<file path="src/rtl/jtag_bsr_gen_if.sv">
// TAP-side signal bundle for the boundary-scan register: DR control strobes,
// instruction, serial data in/out and the shift-length error flag.
interface jtag_bsr_gen_if;
  logic       capturedr;
  logic       shiftdr;
  logic       updatedr;
  logic [1:0] inst;
  logic       TDI;
  logic       TDO;
  logic       len_err;

  // Master is the TAP controller side; slave is the boundary-scan register.
  modport master (
    output capturedr, shiftdr, updatedr, inst, TDI,
    input  TDO, len_err
  );

  modport slave (
    input  capturedr, shiftdr, updatedr, inst, TDI,
    output TDO, len_err
  );
endinterface

</file>
<file path="src/rtl/jtag_bsr_gen.sv">
// Boundary-scan register: capture/shift/update chain with EXTEST, SAMPLE/PRELOAD,
// INTEST and BYPASS muxing. Define BSR_LEN_CHECK_EN to add the shift-length checker.
module jtag_bsr_gen #(
  parameter int NUM_IN  = 36,
  parameter int NUM_OUT = 39
) (
  input  logic               TCLK,
  input  logic               TRST,
  jtag_bsr_gen_if.slave      tap,
  input  logic [NUM_IN-1:0]  pin_in,
  output logic [NUM_IN-1:0]  core_in,
  input  logic [NUM_OUT-1:0] core_out,
  output logic [NUM_OUT-1:0] pin_out
);

  localparam int L = NUM_IN + NUM_OUT;

  typedef enum logic [1:0] {
    EXTEST = 2'b00,
    SAMPLE = 2'b01,
    INTEST = 2'b10,
    BYPASS = 2'b11
  } inst_e;

  inst_e          mode;
  logic           bsr_sel;
  logic [L-1:0]   sr;
  logic [L-1:0]   sr_next;
  logic [L-1:0]   ur;
  logic           bp;
  logic           bp_next;

  assign mode    = inst_e'(tap.inst);
  assign bsr_sel = (mode != BYPASS);

  // Capture outranks shift; in BYPASS the boundary chain is frozen.
  always_comb begin
    sr_next = sr;
    if (bsr_sel) begin
      if (tap.capturedr) begin
        sr_next = {core_out, pin_in};
      end else if (tap.shiftdr) begin
        sr_next = {sr[L-2:0], tap.TDI};
      end
    end
  end

  always_comb begin
    bp_next = bp;
    if (!bsr_sel) begin
      if (tap.capturedr) begin
        bp_next = 1'b0;
      end else if (tap.shiftdr) begin
        bp_next = tap.TDI;
      end
    end
  end

  always_ff @(posedge TCLK or negedge TRST) begin
    if (!TRST) begin
      sr <= '0;
      bp <= 1'b0;
    end else begin
      sr <= sr_next;
      bp <= bp_next;
    end
  end

  // UR latches the pre-edge SR, so an update coinciding with a shift or capture sees the old frame.
  always_ff @(posedge TCLK or negedge TRST) begin
    if (!TRST) begin
      ur <= '0;
    end else if (tap.updatedr && bsr_sel) begin
      ur <= sr;
    end
  end

  assign tap.TDO = bsr_sel ? sr[L-1] : bp;

  always_comb begin
    core_in = pin_in;
    pin_out = core_out;
    case (mode)
      EXTEST: begin
        pin_out = ur[L-1:NUM_IN];
      end
      INTEST: begin
        core_in = ur[NUM_IN-1:0];
        pin_out = ur[L-1:NUM_IN];
      end
      default: begin
        core_in = pin_in;
        pin_out = core_out;
      end
    endcase
  end

`ifdef BSR_LEN_CHECK_EN
  localparam int             CW      = $clog2(L + 2);
  localparam logic [CW-1:0]  CNT_MAX = CW'(L + 1);
  localparam logic [CW-1:0]  LEN_BSR = CW'(L);
  localparam logic [CW-1:0]  LEN_BYP = CW'(1);

  logic [CW-1:0] cnt;
  logic          len_err_q;

  // Counts shifts in any mode, so a BYPASS frame is judged against a length of one.
  always_ff @(posedge TCLK or negedge TRST) begin
    if (!TRST) begin
      cnt <= '0;
    end else if (tap.capturedr) begin
      cnt <= '0;
    end else if (tap.shiftdr && (cnt != CNT_MAX)) begin
      cnt <= cnt + CW'(1);
    end
  end

  always_ff @(posedge TCLK or negedge TRST) begin
    if (!TRST) begin
      len_err_q <= 1'b0;
    end else if (tap.updatedr) begin
      len_err_q <= (cnt != (bsr_sel ? LEN_BSR : LEN_BYP));
    end
  end

  assign tap.len_err = len_err_q;
`else
  assign tap.len_err = 1'b0;
`endif

endmodule

</file>
<file path="src/flat_wrapper.sv">
// flat-port wrapper written by rule: the top's interface ports become plain ports
module jtag_bsr_gen_flat 
#(
  parameter int NUM_IN  = 36,
  parameter int NUM_OUT = 39
)
  (TCLK, TRST, pin_in, core_in, core_out, pin_out, tap_capturedr, tap_shiftdr, tap_updatedr, tap_inst, tap_TDI, tap_TDO, tap_len_err);
  jtag_bsr_gen_if tap_i ();
  input  logic TCLK;
  input  logic TRST;
  input  logic [NUM_IN-1:0] pin_in;
  output logic [NUM_IN-1:0] core_in;
  input  logic [NUM_OUT-1:0] core_out;
  output logic [NUM_OUT-1:0] pin_out;
  input wire logic [$bits(tap_i.capturedr)-1:0] tap_capturedr;
  input wire logic [$bits(tap_i.shiftdr)-1:0] tap_shiftdr;
  input wire logic [$bits(tap_i.updatedr)-1:0] tap_updatedr;
  input wire logic [$bits(tap_i.inst)-1:0] tap_inst;
  input wire logic [$bits(tap_i.TDI)-1:0] tap_TDI;
  output wire logic [$bits(tap_i.TDO)-1:0] tap_TDO;
  output wire logic [$bits(tap_i.len_err)-1:0] tap_len_err;
  assign tap_i.capturedr = tap_capturedr;
  assign tap_i.shiftdr = tap_shiftdr;
  assign tap_i.updatedr = tap_updatedr;
  assign tap_i.inst = tap_inst;
  assign tap_i.TDI = tap_TDI;
  assign tap_TDO = tap_i.TDO;
  assign tap_len_err = tap_i.len_err;
  jtag_bsr_gen #(.NUM_IN(NUM_IN), .NUM_OUT(NUM_OUT)) u_core (.TCLK(TCLK), .TRST(TRST), .tap(tap_i), .pin_in(pin_in), .core_in(core_in), .core_out(core_out), .pin_out(pin_out));
endmodule
</file>
<file path="config.mk">
export PLATFORM = sky130hd
export DESIGN_NAME = jtag_bsr_gen_flat
export DESIGN_NICKNAME = d
export VERILOG_FILES = /design/src/rtl/jtag_bsr_gen_if.sv /design/src/rtl/jtag_bsr_gen.sv /design/src/flat_wrapper.sv
export SDC_FILE = /design/constraint.sdc
export NUM_CORES = 1
export LEC_CHECK = 0
export CAP_MARGIN = 10
export CORE_MARGIN = 4
export CORE_UTILIZATION = 50
export CTS_BUF_LIST = sky130_fd_sc_hd__clkbuf_4
export DETAILED_ROUTE_END_ITERATION = 8
export PLACE_DENSITY = 0.78
export SYNTH_ARGS = -nofsm -noshare
export SYNTH_HDL_FRONTEND = slang
export SYNTH_SLANG_ARGS = --single-unit
</file>
<file path="constraint.sdc">
create_clock -name TCLK -period 3 [get_ports TCLK]
set_input_delay 0.3 -clock TCLK [delete_from_list [all_inputs] [get_ports TCLK]]
set_output_delay 0.3 -clock TCLK [all_outputs]
set_load 0.005 [all_outputs]
</file>
==> impl_metrics.csv <==
group,metric,value,unit
drt,wl,15940,um
drt,wl_met1,7633,um
run_status,status,"complete, no violations",
placement,port_buffers,158,
final_layout,n_antenna_cell,0,
sta,setup_ws,0.6313,ns
pwr,p_sw,1.535,mW
worst_setup_path,critPathMaxFanout,33,
floorplanning,dieArea,17520,sq um
drt,routed.top_layer,"met4",
clocking,clk_latency,0.51,ns
worst_setup_path,slowest_delay,0.48,ns
placement,place_area,9398,sq um
placement,dp_hpwl,11160,um
final_layout,area_growth,25.53,%
synth,synthTopCellsByArea,"dfrtp_1 (49%), mux2_2 (22%), mux2_1 (14%)",
clocking,cts_buffers,17,
pwr,power.density,609.1,nW/um^2
pwr,seq_power_share,49.5,%
drt,vias,4552,
floorplanning,coreArea,15200,sq um
final_layout,nets,735,
sta,timing.final.crit_share,78.96,%
worst_setup_path,end_kind,"primary output",
grt,grt-ovfl-total,0,
synth,ys_ff_latch,151,
sta,setup_violations,0,
final_layout,seqCellArea,3779,sq um
worst_setup_path,critPathBufInv,3,
drt,drt_iter0_markers,218,
worst_setup_path,reg2reg_to,"u_core.sr[28]",
floorplanning,die_h,132.4,um
clocking,h-tree-depth,4,
pwr,switching_share,25.96,%
min_path,whs_path_depth,3,
floorplanning,die_w,132.4,um
min_path,hp-class,"input pin to flip-flop",
clocking,clockBufferDepth,2,
worst_setup_path,crit_chain,"clkdlybuf4s50_1 -> nor2b_4 -> buf_12 -> mux2_1 -> clkdlybuf4s50_1",
grt,grt_pass1_vias,5197,
grt,antenna_found_initial,0,
sta,rsz0062_at_grt,"no",
final_layout,final_layout_size_suffix_gt1_share,37.95,%
synth,synth_cells,496,
sta,finalHoldViolCount,0,
worst_setup_path,worstSetupPathType,"input pin to primary output",
drt,wl_per_cell,18.71,um
sta,skew,0.01153,ns
pwr,combPwrFrac,28.0,%
sta,drv_slew,0,
pwr,fin_total_pwr,5.914,mW
synth,synthDistinctLibCells,16,
drt,dr_wl_met3,728,um
clocking,cts_root_buf,"clkbuf_4",
worst_setup_path,cp.required,2.70,ns
sta,worst_pin_slew,0.9151,ns
run,maxCapViolations,0,
drt,met2_length,7476,um
clocking,cts_tree,"built",
clocking,cts_resized,0,
sta,fmax,422.2,MHz
floorplanning,num_io_pins,160,
synth,netlist.area_leader.share,48.85,%
pwr,p_int,4.379,mW
worst_setup_path,reg2reg_from,"u_core.sr[27]",
placement,place_congestion,0.7846,
grt,grt_pass1_wl,26730,um
worst_setup_path,cp.arrival,2.07,ns
final_layout,final_area,9709,sq um
sta,period_needed,2.369,ns
final_layout,num-fill-cells,1153,
sta,holdWs,0.3774,ns
worst_setup_path,r2r_cells,2,
clocking,clock-sinks,151,
synth,synth_top_cell_by_area,"dfrtp_1",
pwr,vdd_drop_max,0.0003519,V
drt,ant_nets,0,
worst_setup_path,crit_top_cell,"clkdlybuf4s50_1",
min_path,hp-start,"tap_capturedr",
sta,timing.setup.tns,0,ns
grt,grt_usage,18.79,%
worst_setup_path,r2r_slack,1.91,ns
synth,synth_nets,579,
synth,synth_area,7735,sq um
placement,dpl.cell_count,820,
floorplanning,start_util,50.88,%
floorplanning,fp-row-count,45,
drt,drcViolationCount,0,
min_path,whs_endpoint,"u_core.sr[71]",
synth,syn_avg_cell_area,15.59,sq um
grt,grt_start_max_net_pins,102,
final_layout,final_util,63.87,%
drt,via_per_inst,5.343,
placement,dp_slack,0.6236,ns
final_layout,multi_input_area,3699,sq um
sta,slew_headroom,38.99,%
final_layout,finalNonFillerCells,852,
worst_setup_path,path_delay_family,"buffers and inverters",
synth,ys_warn_count,0,
worst_setup_path,setup.worst_path.start_class,"input pin",
clocking,clkSlewWorstSetupHoldPaths,0.12,ns
pwr,p_leak,4.108,nW
pwr,clock_power_share,22.5,%
synth,seq_area_frac_synth,48.85,%
drt,firstDrtPassIters,4,
worst_setup_path,critPathSlowestCell,"clkdlybuf4s50_1",
==> worst max path at each step <==
stage	startpoint	to	slack (ns)	depth (start not counted)
after floorplan	tap_inst[0]	core_in[10]	1.44	5
after global placement	tap_inst[1]	core_in[35]	0.65	5
after detailed placement	tap_inst[1]	core_in[33]	0.62	5
after CTS	tap_inst[1]	core_in[33]	0.61	5
after global routing	tap_inst[1]	core_in[33]	0.55	5
final	tap_inst[1]	core_in[33]	0.63	5
==> layout by cell type, fill, tap and decap left out, types with 3 or more instances in the layout <==
cell type        count
clkinv_2             3
dfrtp_1            151
clkinv_1             4
clkbuf_4            19
clkdlybuf4s50_1    155
mux2_1              96
mux2_4              56
bufinv_16            4
buf_4               13
mux2_2             149
==> power groups by stage <==
| stage | registers (mW) | logic, mW | clock network [mW] |
|---|---|---|---|
| after floorplan | 2.82 | 1.04 | 0 |
| after global placement | 2.94 | 1.62 | 0 |
| after detailed placement | 2.97 | 1.67 | 0 |
| after CTS | 2.93 | 1.68 | 1.37 |
| after global routing | 3.00 | 1.80 | 1.47 |
| final | 2.93 | 1.65 | 1.33 |
==> cells by family after synthesis <==
logic type | count (synthesis) | synth area share (%)
mux | 301 | 46.54
flops | 151 | 48.85
simple gates | 4 | 0.3236
buf+inv | 35 | 3.721
compound gates | 4 | 0.5177
other cells | 1 | 0.04848
==> cell type report <==
| type | count | share of cell area [%] |
|---|---|---|
| clock buffers | 19 | 1.469 |
| multi-input cells | 310 | 38.09 |
| flip-flops and latches | 151 | 38.92 |
| clock inverters | 12 | 1.637 |
| well taps | 188 | 2.423 |
| repair buffers | 172 | 17.46 |
==> layer usage <==
layer	vias up	GRT usage, %
li1	2114	-
met1	2311	26.45
met2	116	29.58
met3	11	5.076
met4	0	3.753
met5	-	0
==> synthesized netlist by cell type, drive strengths merged <==
cell type	number
a2bb2oi	1
buf	35
nand4	1
nand2	1
conb	1
mux2	301
or3b	1
dfrtp	151
nor2b	1
a21boi	1
a21bo	1
o211ai	1
==> timing repair <==
item | in CTS | in global routing
endpoints found under the hold margin | 98 | 0
hold buffers | 1 | 0
buffers inserted | 0 | 0
==> state kept, by name, indices dropped and copies added (netlist names) <==
signal / cells
u_core.sr: 75
u_core.ur: 75
u_core.bp: 1
==> worst register-to-register path, cell delays in order, from the launching register on <==
cell	delay, ns
dfrtp_1	0.42
mux2_2	0.28
mux2_1	0.29
(Power assumes the default switching activity.)
